<file path="src/rtl/scanner_dac_pkg.sv">
// ---------------------------------------------------------------------------
// scanner_dac_pkg
// Shared definitions for the serial DAC write path.
//   - dac_state_e : frame engine state encoding
//   - DEF_*       : default timing / width constants
//   - FRAME_*     : field positions inside a DAC command word
//   - frame_code  : extracts the 8-bit threshold code from a command word
// ---------------------------------------------------------------------------
package scanner_dac_pkg;

    typedef enum logic [2:0] {
        ST_IDLE  = 3'd0,
        ST_SETUP = 3'd1,
        ST_SHIFT = 3'd2,
        ST_HOLD  = 3'd3,
        ST_GAP   = 3'd4
    } dac_state_e;

    localparam int DEF_CLK_DIV  = 4;
    localparam int DEF_DATA_W   = 16;
    localparam int DEF_CS_SETUP = 2;
    localparam int DEF_CS_HOLD  = 2;
    localparam int DEF_CS_IDLE  = 4;

    // Bit 15 is the DAC update/control flag, bits 11:4 carry the 8-bit code.
    localparam int FRAME_UPDATE_BIT = 15;
    localparam int FRAME_CODE_MSB   = 11;
    localparam int FRAME_CODE_LSB   = 4;

    function automatic logic [7:0] frame_code(input logic [15:0] word);
        return word[FRAME_CODE_MSB:FRAME_CODE_LSB];
    endfunction

endpackage

</file>
<file path="src/rtl/dac_spi_tx_if.sv">
// ---------------------------------------------------------------------------
// dac_spi_tx_if
// Bundles the request side and the 3-wire DAC side of the write engine.
//   dac_value  : command word, sampled when dac_set is high
//   dac_set    : write request, one request per high cycle
//   dac_sync_n : DAC frame select, active low
//   dac_sclk   : serial clock, idles high
//   dac_din    : serial data, DAC samples on SCLK falling edge
//   busy       : frame in progress
//   done       : one-cycle pulse at frame completion
//   overrun    : one-cycle pulse when a pending word is overwritten
// master = requester (drives dac_value/dac_set), slave = dac_spi_tx.
// ---------------------------------------------------------------------------
interface dac_spi_tx_if
    import scanner_dac_pkg::*;
#(
    parameter int DATA_W = DEF_DATA_W
);
    logic [DATA_W-1:0] dac_value;
    logic              dac_set;
    logic              dac_sync_n;
    logic              dac_sclk;
    logic              dac_din;
    logic              busy;
    logic              done;
    logic              overrun;

    modport master (
        output dac_value, dac_set,
        input  dac_sync_n, dac_sclk, dac_din, busy, done, overrun
    );

    modport slave (
        input  dac_value, dac_set,
        output dac_sync_n, dac_sclk, dac_din, busy, done, overrun
    );
endinterface

</file>
<file path="src/rtl/dac_sclk_gen.sv">
// ---------------------------------------------------------------------------
// dac_sclk_gen
// Timing core for the SHIFT phase: half-period counter and bit counter.
//   clk, rst      : system clock, asynchronous active-low reset
//   i_run         : high while the frame engine is in SHIFT; low clears
//                   both counters so every frame starts from bit DATA_W-1
//   o_sclk_fall   : last cycle of a high half-period (SCLK goes low next)
//   o_sclk_rise   : last cycle of a low half-period (SCLK goes high next)
//   o_last_bit    : the bit currently on the wire is bit 0
// ---------------------------------------------------------------------------
module dac_sclk_gen
    import scanner_dac_pkg::*;
#(
    parameter int CLK_DIV = DEF_CLK_DIV,
    parameter int DATA_W  = DEF_DATA_W
) (
    input  logic clk,
    input  logic rst,
    input  logic i_run,
    output logic o_sclk_rise,
    output logic o_sclk_fall,
    output logic o_last_bit
);
    localparam int HW = (CLK_DIV > 1) ? $clog2(CLK_DIV) : 1;
    localparam int BW = (DATA_W  > 1) ? $clog2(DATA_W)  : 1;

    logic [HW-1:0] r_halfCnt;
    logic          r_lowPhase;
    logic [BW-1:0] r_bitCnt;
    logic          w_halfEnd;

    assign w_halfEnd = (r_halfCnt == HW'(CLK_DIV - 1));

    // The bit counter steps only at the end of a low phase and parks at 0,
    // so it never wraps even if the caller stays in SHIFT one extra cycle.
    always_ff @(posedge clk or negedge rst) begin
        if (!rst) begin
            r_halfCnt  <= '0;
            r_lowPhase <= 1'b0;
            r_bitCnt   <= BW'(DATA_W - 1);
        end else if (!i_run) begin
            r_halfCnt  <= '0;
            r_lowPhase <= 1'b0;
            r_bitCnt   <= BW'(DATA_W - 1);
        end else if (w_halfEnd) begin
            r_halfCnt  <= '0;
            r_lowPhase <= ~r_lowPhase;
            if (r_lowPhase && (r_bitCnt != '0)) begin
                r_bitCnt <= r_bitCnt - 1'b1;
            end
        end else begin
            r_halfCnt <= r_halfCnt + 1'b1;
        end
    end

    assign o_sclk_fall = i_run & ~r_lowPhase & w_halfEnd;
    assign o_sclk_rise = i_run &  r_lowPhase & w_halfEnd;
    assign o_last_bit  = (r_bitCnt == '0);

endmodule

</file>
<file path="src/rtl/dac_spi_tx.sv">
// ---------------------------------------------------------------------------
// dac_spi_tx
// Serial DAC write engine. Captures a command word on each dac_set and
// shifts it MSB-first over SYNC/SCLK/DIN. Requests arriving mid-frame are
// coalesced into a one-deep pending buffer (last request wins).
//   clk, rst : system clock, asynchronous active-low reset
//   bus      : dac_spi_tx_if slave modport (request + DAC pins + status)
// ---------------------------------------------------------------------------
module dac_spi_tx
    import scanner_dac_pkg::*;
#(
    parameter int CLK_DIV  = DEF_CLK_DIV,
    parameter int DATA_W   = DEF_DATA_W,
    parameter int CS_SETUP = DEF_CS_SETUP,
    parameter int CS_HOLD  = DEF_CS_HOLD,
    parameter int CS_IDLE  = DEF_CS_IDLE
) (
    input  logic         clk,
    input  logic         rst,
    dac_spi_tx_if.slave  bus
);
    localparam int CMAX = (CS_SETUP > CS_HOLD) ?
                          ((CS_SETUP > CS_IDLE) ? CS_SETUP : CS_IDLE) :
                          ((CS_HOLD  > CS_IDLE) ? CS_HOLD  : CS_IDLE);
    localparam int CW   = $clog2(CMAX + 1);

    dac_state_e        r_state;
    logic [CW-1:0]     r_cnt;
    logic [DATA_W-1:0] r_shift;
    logic [DATA_W-1:0] r_pend;
    logic              r_pendValid;
    logic              r_syncN;
    logic              r_sclk;
    logic              r_din;
    logic              r_busy;
    logic              r_done;
    logic              r_overrun;

    logic              w_cntEnd;
    logic              w_sclkRise;
    logic              w_sclkFall;
    logic              w_lastBit;

    dac_sclk_gen #(
        .CLK_DIV (CLK_DIV),
        .DATA_W  (DATA_W)
    ) u_sclk_gen (
        .clk         (clk),
        .rst         (rst),
        .i_run       (r_state == ST_SHIFT),
        .o_sclk_rise (w_sclkRise),
        .o_sclk_fall (w_sclkFall),
        .o_last_bit  (w_lastBit)
    );

    // SETUP, HOLD and GAP share one dwell counter; each state has its own
    // terminal count.
    always_comb begin
        w_cntEnd = 1'b0;
        case (r_state)
            ST_SETUP: w_cntEnd = (r_cnt == CW'(CS_SETUP - 1));
            ST_HOLD:  w_cntEnd = (r_cnt == CW'(CS_HOLD  - 1));
            ST_GAP:   w_cntEnd = (r_cnt == CW'(CS_IDLE  - 1));
            default:  w_cntEnd = 1'b0;
        endcase
    end

    // Frame FSM with registered pin outputs, plus the pending buffer. The
    // final GAP cycle behaves like IDLE for launching, so a waiting word (or
    // a request arriving in that very cycle) starts the next frame with no
    // extra dead cycle.
    always_ff @(posedge clk or negedge rst) begin
        if (!rst) begin
            r_state     <= ST_IDLE;
            r_cnt       <= '0;
            r_shift     <= '0;
            r_pend      <= '0;
            r_pendValid <= 1'b0;
            r_syncN     <= 1'b1;
            r_sclk      <= 1'b1;
            r_din       <= 1'b0;
            r_busy      <= 1'b0;
            r_done      <= 1'b0;
            r_overrun   <= 1'b0;
        end else begin
            r_done    <= 1'b0;
            r_overrun <= 1'b0;

            case (r_state)
                ST_IDLE: begin
                    if (bus.dac_set) begin
                        r_shift <= bus.dac_value;
                        r_state <= ST_SETUP;
                        r_syncN <= 1'b0;
                        r_busy  <= 1'b1;
                        r_cnt   <= '0;
                    end
                end
                ST_SETUP: begin
                    if (w_cntEnd) begin
                        r_state <= ST_SHIFT;
                        r_din   <= r_shift[DATA_W-1];
                        r_cnt   <= '0;
                    end else begin
                        r_cnt <= r_cnt + 1'b1;
                    end
                end
                ST_SHIFT: begin
                    if (w_sclkFall) begin
                        r_sclk <= 1'b0;
                    end else if (w_sclkRise) begin
                        r_sclk <= 1'b1;
                        if (w_lastBit) begin
                            r_state <= ST_HOLD;
                            r_cnt   <= '0;
                        end else begin
                            r_shift <= {r_shift[DATA_W-2:0], 1'b0};
                            r_din   <= r_shift[DATA_W-2];
                        end
                    end
                end
                ST_HOLD: begin
                    if (w_cntEnd) begin
                        r_state <= ST_GAP;
                        r_syncN <= 1'b1;
                        r_din   <= 1'b0;
                        r_done  <= 1'b1;
                        r_cnt   <= '0;
                    end else begin
                        r_cnt <= r_cnt + 1'b1;
                    end
                end
                ST_GAP: begin
                    if (w_cntEnd) begin
                        r_cnt <= '0;
                        if (r_pendValid) begin
                            r_shift <= r_pend;
                            r_state <= ST_SETUP;
                            r_syncN <= 1'b0;
                        end else if (bus.dac_set) begin
                            r_shift <= bus.dac_value;
                            r_state <= ST_SETUP;
                            r_syncN <= 1'b0;
                        end else begin
                            r_state <= ST_IDLE;
                            r_busy  <= 1'b0;
                        end
                    end else begin
                        r_cnt <= r_cnt + 1'b1;
                    end
                end
                default: begin
                    r_state <= ST_IDLE;
                end
            endcase

            // In the launching GAP cycle a new request either becomes the
            // pending word (old pending is being launched, nothing lost) or
            // is itself launched directly, so pending validity is unchanged.
            if ((r_state != ST_IDLE) && bus.dac_set) begin
                r_pend <= bus.dac_value;
                if (!((r_state == ST_GAP) && w_cntEnd)) begin
                    r_pendValid <= 1'b1;
                    r_overrun   <= r_pendValid;
                end
            end else if ((r_state == ST_GAP) && w_cntEnd && r_pendValid) begin
                r_pendValid <= 1'b0;
            end
        end
    end

    assign bus.dac_sync_n = r_syncN;
    assign bus.dac_sclk   = r_sclk;
    assign bus.dac_din    = r_din;
    assign bus.busy       = r_busy;
    assign bus.done       = r_done;
    assign bus.overrun    = r_overrun;

endmodule

</file>
<file path="src/flat_wrapper.sv">
// flat-port wrapper written by rule: the top's interface ports become plain ports
module dac_spi_tx_flat import scanner_dac_pkg::*;
#(
    parameter int CLK_DIV  = DEF_CLK_DIV,
    parameter int DATA_W   = DEF_DATA_W,
    parameter int CS_SETUP = DEF_CS_SETUP,
    parameter int CS_HOLD  = DEF_CS_HOLD,
    parameter int CS_IDLE  = DEF_CS_IDLE
)
  (clk, rst, bus_dac_value, bus_dac_set, bus_dac_sync_n, bus_dac_sclk, bus_dac_din, bus_busy, bus_done, bus_overrun);
  dac_spi_tx_if #(.DATA_W(DATA_W)) bus_i ();
  input  logic clk;
  input  logic rst;
  input wire logic [$bits(bus_i.dac_value)-1:0] bus_dac_value;
  input wire logic [$bits(bus_i.dac_set)-1:0] bus_dac_set;
  output wire logic [$bits(bus_i.dac_sync_n)-1:0] bus_dac_sync_n;
  output wire logic [$bits(bus_i.dac_sclk)-1:0] bus_dac_sclk;
  output wire logic [$bits(bus_i.dac_din)-1:0] bus_dac_din;
  output wire logic [$bits(bus_i.busy)-1:0] bus_busy;
  output wire logic [$bits(bus_i.done)-1:0] bus_done;
  output wire logic [$bits(bus_i.overrun)-1:0] bus_overrun;
  assign bus_i.dac_value = bus_dac_value;
  assign bus_i.dac_set = bus_dac_set;
  assign bus_dac_sync_n = bus_i.dac_sync_n;
  assign bus_dac_sclk = bus_i.dac_sclk;
  assign bus_dac_din = bus_i.dac_din;
  assign bus_busy = bus_i.busy;
  assign bus_done = bus_i.done;
  assign bus_overrun = bus_i.overrun;
  dac_spi_tx #(.CLK_DIV(CLK_DIV), .DATA_W(DATA_W), .CS_SETUP(CS_SETUP), .CS_HOLD(CS_HOLD), .CS_IDLE(CS_IDLE)) u_core (.clk(clk), .rst(rst), .bus(bus_i));
endmodule
</file>
<file path="config.mk">
export PLATFORM = sky130hd
export DESIGN_NAME = dac_spi_tx_flat
export DESIGN_NICKNAME = d
export VERILOG_FILES = /design/src/rtl/scanner_dac_pkg.sv /design/src/rtl/dac_spi_tx_if.sv /design/src/rtl/dac_sclk_gen.sv /design/src/rtl/dac_spi_tx.sv /design/src/flat_wrapper.sv
export SDC_FILE = /design/constraint.sdc
export NUM_CORES = 1
export LEC_CHECK = 0
export ABC_AREA = 1
export CAP_MARGIN = 10
export CORE_ASPECT_RATIO = 0.9
export CORE_UTILIZATION = 62
export CTS_CLUSTER_DIAMETER = 120
export CTS_CLUSTER_SIZE = 8
export DETAILED_ROUTE_END_ITERATION = 16
export HOLD_SLACK_MARGIN = 0.08
export PLACE_DENSITY = 0.95
export SETUP_SLACK_MARGIN = 0.02
export SLEW_MARGIN = 5
export SYNTH_ARGS = -nofsm -noshare
export SYNTH_HDL_FRONTEND = slang
export SYNTH_HIERARCHICAL = 1
export SYNTH_SLANG_ARGS = --single-unit
</file>
<file path="constraint.sdc">
create_clock -name clk -period 3.6 [get_ports clk]
set_input_delay 0.72 -clock clk [delete_from_list [all_inputs] [get_ports clk]]
set_output_delay 0.72 -clock clk [all_outputs]
set_load 0.01 [all_outputs]
</file>
# Yosys cells after proc, flatten, opt, wreduce, memory -nomap -nowiden
# Cells that the tools add are included.
# totals
out_inout_bits	6
register_bits	52
# op_classes
add_sub_neg	3
reduce_logical	26
bitwise	5
n_mux	56
eq_ne	20
# ops
operator	count
16-bit 2-to-1 mux	6
16-bit case mux with 3 select lines	1
3-bit 2-to-1 mux	13
1-bit 2-to-1 mux	25
3-bit case mux with 5 select lines	1
5-bit AND reduction	3
3-bit nonzero test	5
2-bit by 1-bit != test with 1-bit output (second input constant)	7
4-bit 2-to-1 mux	3
2-bit != test (second input constant)	6
3-bit by 2-bit equality test with 1-bit output (second input constant)	3
3-bit case mux with 3 select lines	1
7-bit AND reduction	1
3-bit by 1-bit equality test with 1-bit output (second input constant)	2
1-bit case mux with 3 select lines	2
2-bit AND reduction	3
6-bit AND reduction	1
2-bit nonzero test	3
1-bit bitwise AND	4
1-bit logical AND	4
4-bit zero test	1
2-bit 2-to-1 mux	2
1-bit case mux with 2 select lines	2
4-bit nonzero test	1
10 further kinds	10

# Logic depth before layout (Yosys ltp)
# logic_depth
ltp_word	7
ltp_mapped	16
depth_no_buf	14

# Cells and area by module
# Netlist, hierarchy kept.
# by_module_without_submodules
module	cells_each	seq_area_each_um2	instances	area_each_um2
dac_spi_tx	365	1128.6	1	2489.9
dac_sclk_gen	44	180.2	1	364.1

# Worst setup path before layout
# OpenSTA, ideal clock, no wires.
# synth_path
kind	register -> register
startpoint	register u_core.r_state[2]
endpoint	register u_core.r_shift[10]
setup_ns	0.065
synth_period_minus_slack_ns	2.000
arrival_time_ns	1.935
stages_incl_launch_ff	16
required_ns	3.535
path_buffers	2
path_slack_ns	1.600
path_cell_list	dfrtp_1 nor2_2 nand2_1 inv_2 buf_2 nand3_1 inv_1 inv_1 nand2_1 inv_1 o21ai_1 inv_2 nand2_2 buf_4 nand2_1 nand2_1
# synth_via
elab_chain_cells	5
# synth_lines
item	line_no	rtl
start, declared	dac_spi_tx.sv:27	dac_state_e r_state;
start signal, assigned	dac_spi_tx.sv:74	r_state <= ST_IDLE;
start signal, assigned	dac_spi_tx.sv:93	r_state <= ST_SETUP;
start signal, assigned	dac_spi_tx.sv:101	r_state <= ST_SHIFT;
3-bit by 2-bit equality test with 1-bit output	dac_spi_tx.sv:50	.i_run (r_state == ST_SHIFT),
1-bit bitwise AND (2 in a row)	dac_sclk_gen.sv:56	assign o_sclk_fall = i_run & ~r_lowPhase & w_halfEnd;
net u_core.w_sclkFall	dac_spi_tx.sv:41	logic w_sclkFall;
2-bit != test (no line)	--	
5-bit AND reduction (no line)	--	
end signal, assigned	dac_spi_tx.sv:92	r_shift <= bus.dac_value;
end signal, assigned	dac_spi_tx.sv:117	r_shift <= {r_shift[DATA_W-2:0], 1'b0};
end signal, assigned	dac_spi_tx.sv:137	r_shift <= r_pend;
end, declared	dac_spi_tx.sv:29	logic [DATA_W-1:0] r_shift;
# The timed path passes the listed nets, and every way through them passes these cells.
# A chain may end at the register's enable or synchronous reset.

# Final worst setup path
# layout_path
startpoint	register u_core.r_state[1]
endpoint	register u_core.r_shift[0]
# Same word-level chain as after synthesis.

==> results.json <==
{
  "firstDrtPassIters": 5,
  "antenna_found_initial": 0,
  "area_growth_pct": 13.7,
  "num_io_pins": 25,
  "grt_pass1_wl_um": 11300,
  "p_leak_nw": 1.80,
  "tightest_slew_ns": 0.885,
  "cts_buffer_depth": 2,
  "drc": 0,
  "post_cts_resized": 0,
  "critical_path.startpoint_type": "register",
  "crit_slowest_cell": "dfrtp_1",
  "cts_tree": "built",
  "nNetsFinal": 454,
  "portBuffers": 24,
  "timing.final.crit_period_ns": 2.50,
  "vias_per_cell": 5.56,
  "clkSinkCount": 52,
  "hold_slack_ns": 0.440,
  "post_cts_buffers": 0,
  "synth_top_area_frac": 0.403,
  "diodes": 0,
  "rows": 23,
  "status": "finished clean",
  "wl_per_cell_um": 13.5,
  "critPathMaxStageDelay_ns": 0.44,
  "dieArea_um2": 4880,
  "ir_drop_uv": 432,
  "fillers": 383,
  "max-cap-violations": 0,
  "max-slew-margin-rel": 0.410,
  "clkLatencyLatePin_ns": 0.31,
  "fp.dieW_um": 73.5,
  "core_um2": 4430,
  "endpoint_kind": "register",
  "multi_input_area_um2": 1340,
  "critPathRequiredTime_ns": 3.86,
  "dp_hpwl_um": 4330,
  "die_h_um": 66.4,
  "yosys.area.top_type": "dfrtp_1",
  "ant_nets": 0,
  "ys_seq_area_frac": 0.459,
  "grtUsageTotal": 0.306,
  "setup_violations": 0,
  "syn_area_um2": 2850,
  "hold_viol_final": 0,
  "syn_area_per_cell_um2": 6.98,
  "start_util": 0.644,
  "finClkSkew_ns": 0.0108,
  "max_clock_freq_ghz": 0.401,
  "path_cells": "inv_2 -> nor2_2 -> nand2_1 -> inv_2 -> nand3_1 -> inv_1 -> inv_1 -> nand2_1 -> inv_1 -> o21ai_1 -> inv_2 -> nand2_2 -> nand2_1 -> nand2_1",
  "synthTopCellsByArea": "dfrtp_1, nand2_1, nand3_1",
  "drt-initial-drc-count": 225,
  "vias": 2752,
  "fin_crit_sh": 0.694,
  "synth_cell_types": 24,
  "grt_max_degree": 41,
  "place_congestion": 0.833,
  "cts-buffers-inserted": 5,
  "layout-drive-gt1-share": 0.0831,
  "grt_overflow_total": 0,
  "yosys_warnings": 6,
  "drv_slew": 0,
  "syn_inst": 409,
  "cellPowerDensity_nw_per_um2": 750,
  "cpMostUsedCell": "nand2_1",
  "rsz0062_at_grt": "no",
  "syn_nets": 431,
  "cp.arrival_ns": 2.75,
  "wl_um": 6690,
  "ys_ff_latch": 52,
  "place_area_um2": 3140,
  "htreeDepth": 2,
  "crit_type": "reg -> reg",
  "setup-tns-final_ns": 0,
  "min_path_type": "reg -> reg",
  "crit_fanout": 24,
  "cts-root-buf": "clkbuf_8",
  "ctsHoldBuffers": 0,
  "register_area_um2": 1310,
  "design_area_um2": 3240,
  "cts.clk_slew.worst_paths_ns": 0.10,
  "first_global_vias": 2581
}
sequential cells by signal, indices dropped and copies added, names as in the netlist:
signal / flops
u_core/r_pend: 16
u_core/r_shift: 16
u_core/u_sclk_gen/r_bitCnt: 4
u_core/r_cnt: 3
u_core/r_state: 3
u_core/u_sclk_gen/r_halfCnt: 2
u_core/bus.busy: 1
u_core/bus.dac_din: 1
u_core/bus.dac_sclk: 1
u_core/bus.dac_sync_n: 1
u_core/bus.done: 1
u_core/bus.overrun: 1
u_core/r_pendValid: 1
u_core/u_sclk_gen/r_lowPhase: 1
through the flow:
stage / utilization / cells / worst slack, ns / total power (W)
after detailed placement: 0.708 / 487 / 1.05 / 0.00202
final: 0.732 / 495 / 1.10 / 0.00243
after CTS: 0.732 / 495 / 1.16 / 0.00243
after floorplan: - / 409 / 1.60 / 0.00174
after global placement: 0.708 / 487 / 1.18 / 0.00196
after global routing: 0.732 / 495 / 0.839 / 0.00263
routing by layer:
layer	track usage	routed length [um]	share of wire
met5	0	0	0
met2	0.544	3350	0.50
met3	0.0671	437	0.065
met1	0.372	2820	0.42
met4	0.0817	75	0.011
synthesized netlist by cell type (all sizes together):
cell / count
a21oi: 1
buf: 14
clkbuf: 1
clkinv: 1
dfrtp: 46
dfstp: 6
ha: 3
inv: 32
nand2: 197
nand3: 71
nand3b: 1
nand4: 3
nor2: 14
o21ai: 16
o21bai: 1
or2: 1
xor2: 1
final timing paths:
check / from / to / slack (ns) / depth (start not counted)
max in group asynchronous: rst / u_core/r_pend[0] / 2.41 / 2
hold / removal: u_core/u_sclk_gen/r_halfCnt[0] / u_core/u_sclk_gen/r_halfCnt[0] / 0.44 / 1
setup reg to reg: u_core/r_state[1] / u_core/r_shift[0] / 1.10 / 14
hold reg to reg: u_core/u_sclk_gen/r_halfCnt[0] / u_core/u_sclk_gen/r_halfCnt[0] / 0.44 / 1
setup / recovery: u_core/r_state[1] / u_core/r_shift[0] / 1.10 / 14
min in group asynchronous: rst / u_core/r_state[0] / 0.51 / 1
final cells by class:
class                   instances  share of cell area
clock inverters                 2              0.0108
flip-flops and latches         52               0.403
clock buffers                   6              0.0224
well taps                      62              0.0239
multi-input cells             309               0.413
repair buffers                 31              0.0887
inverters                      33              0.0382
placed cells by master, fill, tap and decap left out:
master,n
a21oi_1,1
o21ai_2,1
nand2_2,3
clkbuf_8,5
nand4_1,3
ha_1,3
dfstp_2,6
inv_1,24
or2_1,1
nand3_1,71
bufinv_16,1
nand2_1,194
nand3b_1,1
dfrtp_1,46
clkinv_2,1
clkbuf_1,1
o21ai_1,7
nor2_2,2
o21bai_2,1
o21ai_0,8
nor2_1,12
clkinv_1,1
clkdlybuf4s50_1,23
buf_4,7
inv_2,8
buf_2,1
xor2_1,1
critical path, delay by kind of cell, from the launching register on:
kind | cells | cell delay [ns]
buffers and inverters | 6 | 0.81
flip-flops | 1 | 0.44
AND/OR/NAND/NOR | 7 | 1.05
AO/OA/AOI/OAI | 1 | 0.15
where the power goes:
part | leakage [nW] | internal, W | switching (W)
clock network | 0.0552 | 0.000207 | 0.000196
logic | 1.10 | 0.000362 | 0.000697
registers | 0.641 | 0.000816 | 0.000156
kinds of logic after synthesis:
| family | after synthesis | share of synthesized area |
|---|---|---|
| simple gates | 287 | 0.418 |
| flops | 52 | 0.459 |
| compound gates | 18 | 0.0351 |
| buf+inv | 48 | 0.0723 |
| fa+ha+maj | 3 | 0.0132 |
| xor+xnor | 1 | 0.00307 |
(Power assumes the default switching activity.)
==> RTL edit (same flow settings) <==
The package constant `DEF_CS_HOLD` goes from 2 to 1.
--- a/src/rtl/scanner_dac_pkg.sv
+++ b/src/rtl/scanner_dac_pkg.sv
@@ -19,7 +19,7 @@
     localparam int DEF_CLK_DIV  = 4;
     localparam int DEF_DATA_W   = 16;
     localparam int DEF_CS_SETUP = 2;
-    localparam int DEF_CS_HOLD  = 2;
+    localparam int DEF_CS_HOLD  = 1;
     localparam int DEF_CS_IDLE  = 4;
 
     // Bit 15 is the DAC update/control flag, bits 11:4 carry the 8-bit code.
Check against the original RTL: same outputs for any inputs over 10 cycles, from zero or initial values and one cycle with rst low; that may be too few to reach the edited logic, so the function may still have changed.
==> RTL edit against the unedited design <==
  * Sequential cell count is the same
  * Setup slack worse by 0.22 ns
  * Worst hold slack got worse by 0.0019 ns
  * Routed wire length fell by 4.2%
  * Cell area increased by 1.4%
  * Final cell count down 3.0%
  * Largest power group unchanged
  * Total power shrank 7.0%
  * Critical path depth is 4 lower
  * Largest cell class unchanged
  * Synthesized area rose by 3.2%
==> RTL edit: results (changes against the unedited design) <==
[outcome]
status = complete, no violations

[finish]
fillers = 352  ; -8.1%
final_layout_size_suffix_gt1_share_pct = 10.0  ; +1.7 points
final_nets = 440  ; -3.1%

[synthesis]
synthAdderAreaFrac_pct = 1.70  ; +0.38 points
synth_nets = 420  ; -2.6%
synth_xor_area_share_pct = 0.297  ; -0.0094 points
synth_sequential_area_ratio_pct = 44.5  ; -1.4 points
yosysUniqueCellTypes = 29  ; +21%
synth_compound_area_share_pct = 10.6  ; +7.1 points
synthCells = 397  ; -2.9%
synthMuxAreaShare_pct = 0.340  ; +0.34 points
synth_commonest_cells = nand2_1 (147), nand3_1 (53), dfrtp_1 (46)

[setup_path]
cp_slowest_cell = o31ai_4
slowest_delay_ns = 0.71  ; +0.27 ns
arrival_ns = 2.93  ; +0.18 ns

[power]
p_leak_nw = 1.71  ; -5.1%
switchingPower_mw = 0.972  ; -7.4%
ir_drop_v = 0.000437  ; +1.1%
combPwrFrac_pct = 44.7  ; +1.2 points
p_seq_share_pct = 39.8  ; -0.2 points
p_comb_mw = 1.01  ; -5%

[drt]
routed-via-count = 2677  ; -2.7%
routed_wl_mm = 6.41  ; -4.2%

[grt]
grt_pass1_wl_mm = 11.0  ; -3.3%
grt_use_met1_pct = 36.6  ; -0.58 points
met2_usage_pct = 47.5  ; -6.8 points
grt_pass1_vias = 2532  ; -1.9%
use_met3_pct = 5.67  ; -1.0 points
grt_max_degree = 36  ; -12%

[sta]
fin_skew_ns = 0.00518  ; -0.00563 ns
worst_slew_pin_slew_ns = 0.788  ; -0.0967 ns

[place]
dp_slack_ns = 0.991  ; -0.0614 ns
place_congestion = 0.882  ; +5.9%
dpl.hpwl_mm = 4.42  ; +2.3%

==> RTL edit: cell count changes in the layout (fill, tap and decap cells not counted), moves of 3 or more <==
cell,before,now
buf_4,7,4
inv_1,24,38
o211ai_1,0,15
nand2_1,194,147
nand3_1,71,53
o21ai_1,7,0
nor2_1,12,9
o21ai_0,8,27
==> RTL edit: final cells by class <==
type                            count  area [sq um]  area share, %
Clock buffer                        6          82.6           2.51
Clock inverter                      2          10.0          0.304
Inverter                           46           173           5.25
Multi-Input combinational cell    284          1370           41.7
Sequential cell                    52          1310           39.8
Tap cell                           62          77.6           2.36
Timing Repair Buffer               28           265           8.06
==> RTL edit: cell families (layout without fill, tap and decap cells) <==
| kind of cell | count (synthesis) | count (layout) |
|---|---|---|
| compound gates | 50 | 50 |
| xor+xnor | 1 | 1 |
| fa+ha+maj | 4 | 4 |
| buf+inv | 61 | 82 |
| flops | 52 | 52 |
| mux | 1 | 1 |
| simple gates | 228 | 228 |
==> RTL edit: final timing paths <==
path	startpoint	to	slack [ns]	depth (start not counted)
setup / recovery	u_core/r_state[2]	u_core/r_shift[4]	0.88	10
hold / removal	u_core/u_sclk_gen/r_halfCnt[0]	u_core/u_sclk_gen/r_halfCnt[0]	0.44	1
setup reg to reg	u_core/r_state[2]	u_core/r_shift[4]	0.88	10
hold reg to reg	u_core/u_sclk_gen/r_halfCnt[0]	u_core/u_sclk_gen/r_halfCnt[0]	0.44	1
max in group asynchronous	rst	u_core/u_sclk_gen/r_bitCnt[2]	2.36	2
min in group asynchronous	rst	u_core/r_pend[15]	0.46	1
==> RTL edit: layer usage <==
layer | part of all wire, % | up-vias
met5 | 0 | -
met3 | 5.0 | 13
li1 | - | 1318
met4 | 1.9 | 0
met1 | 44 | 1259
met2 | 49 | 87
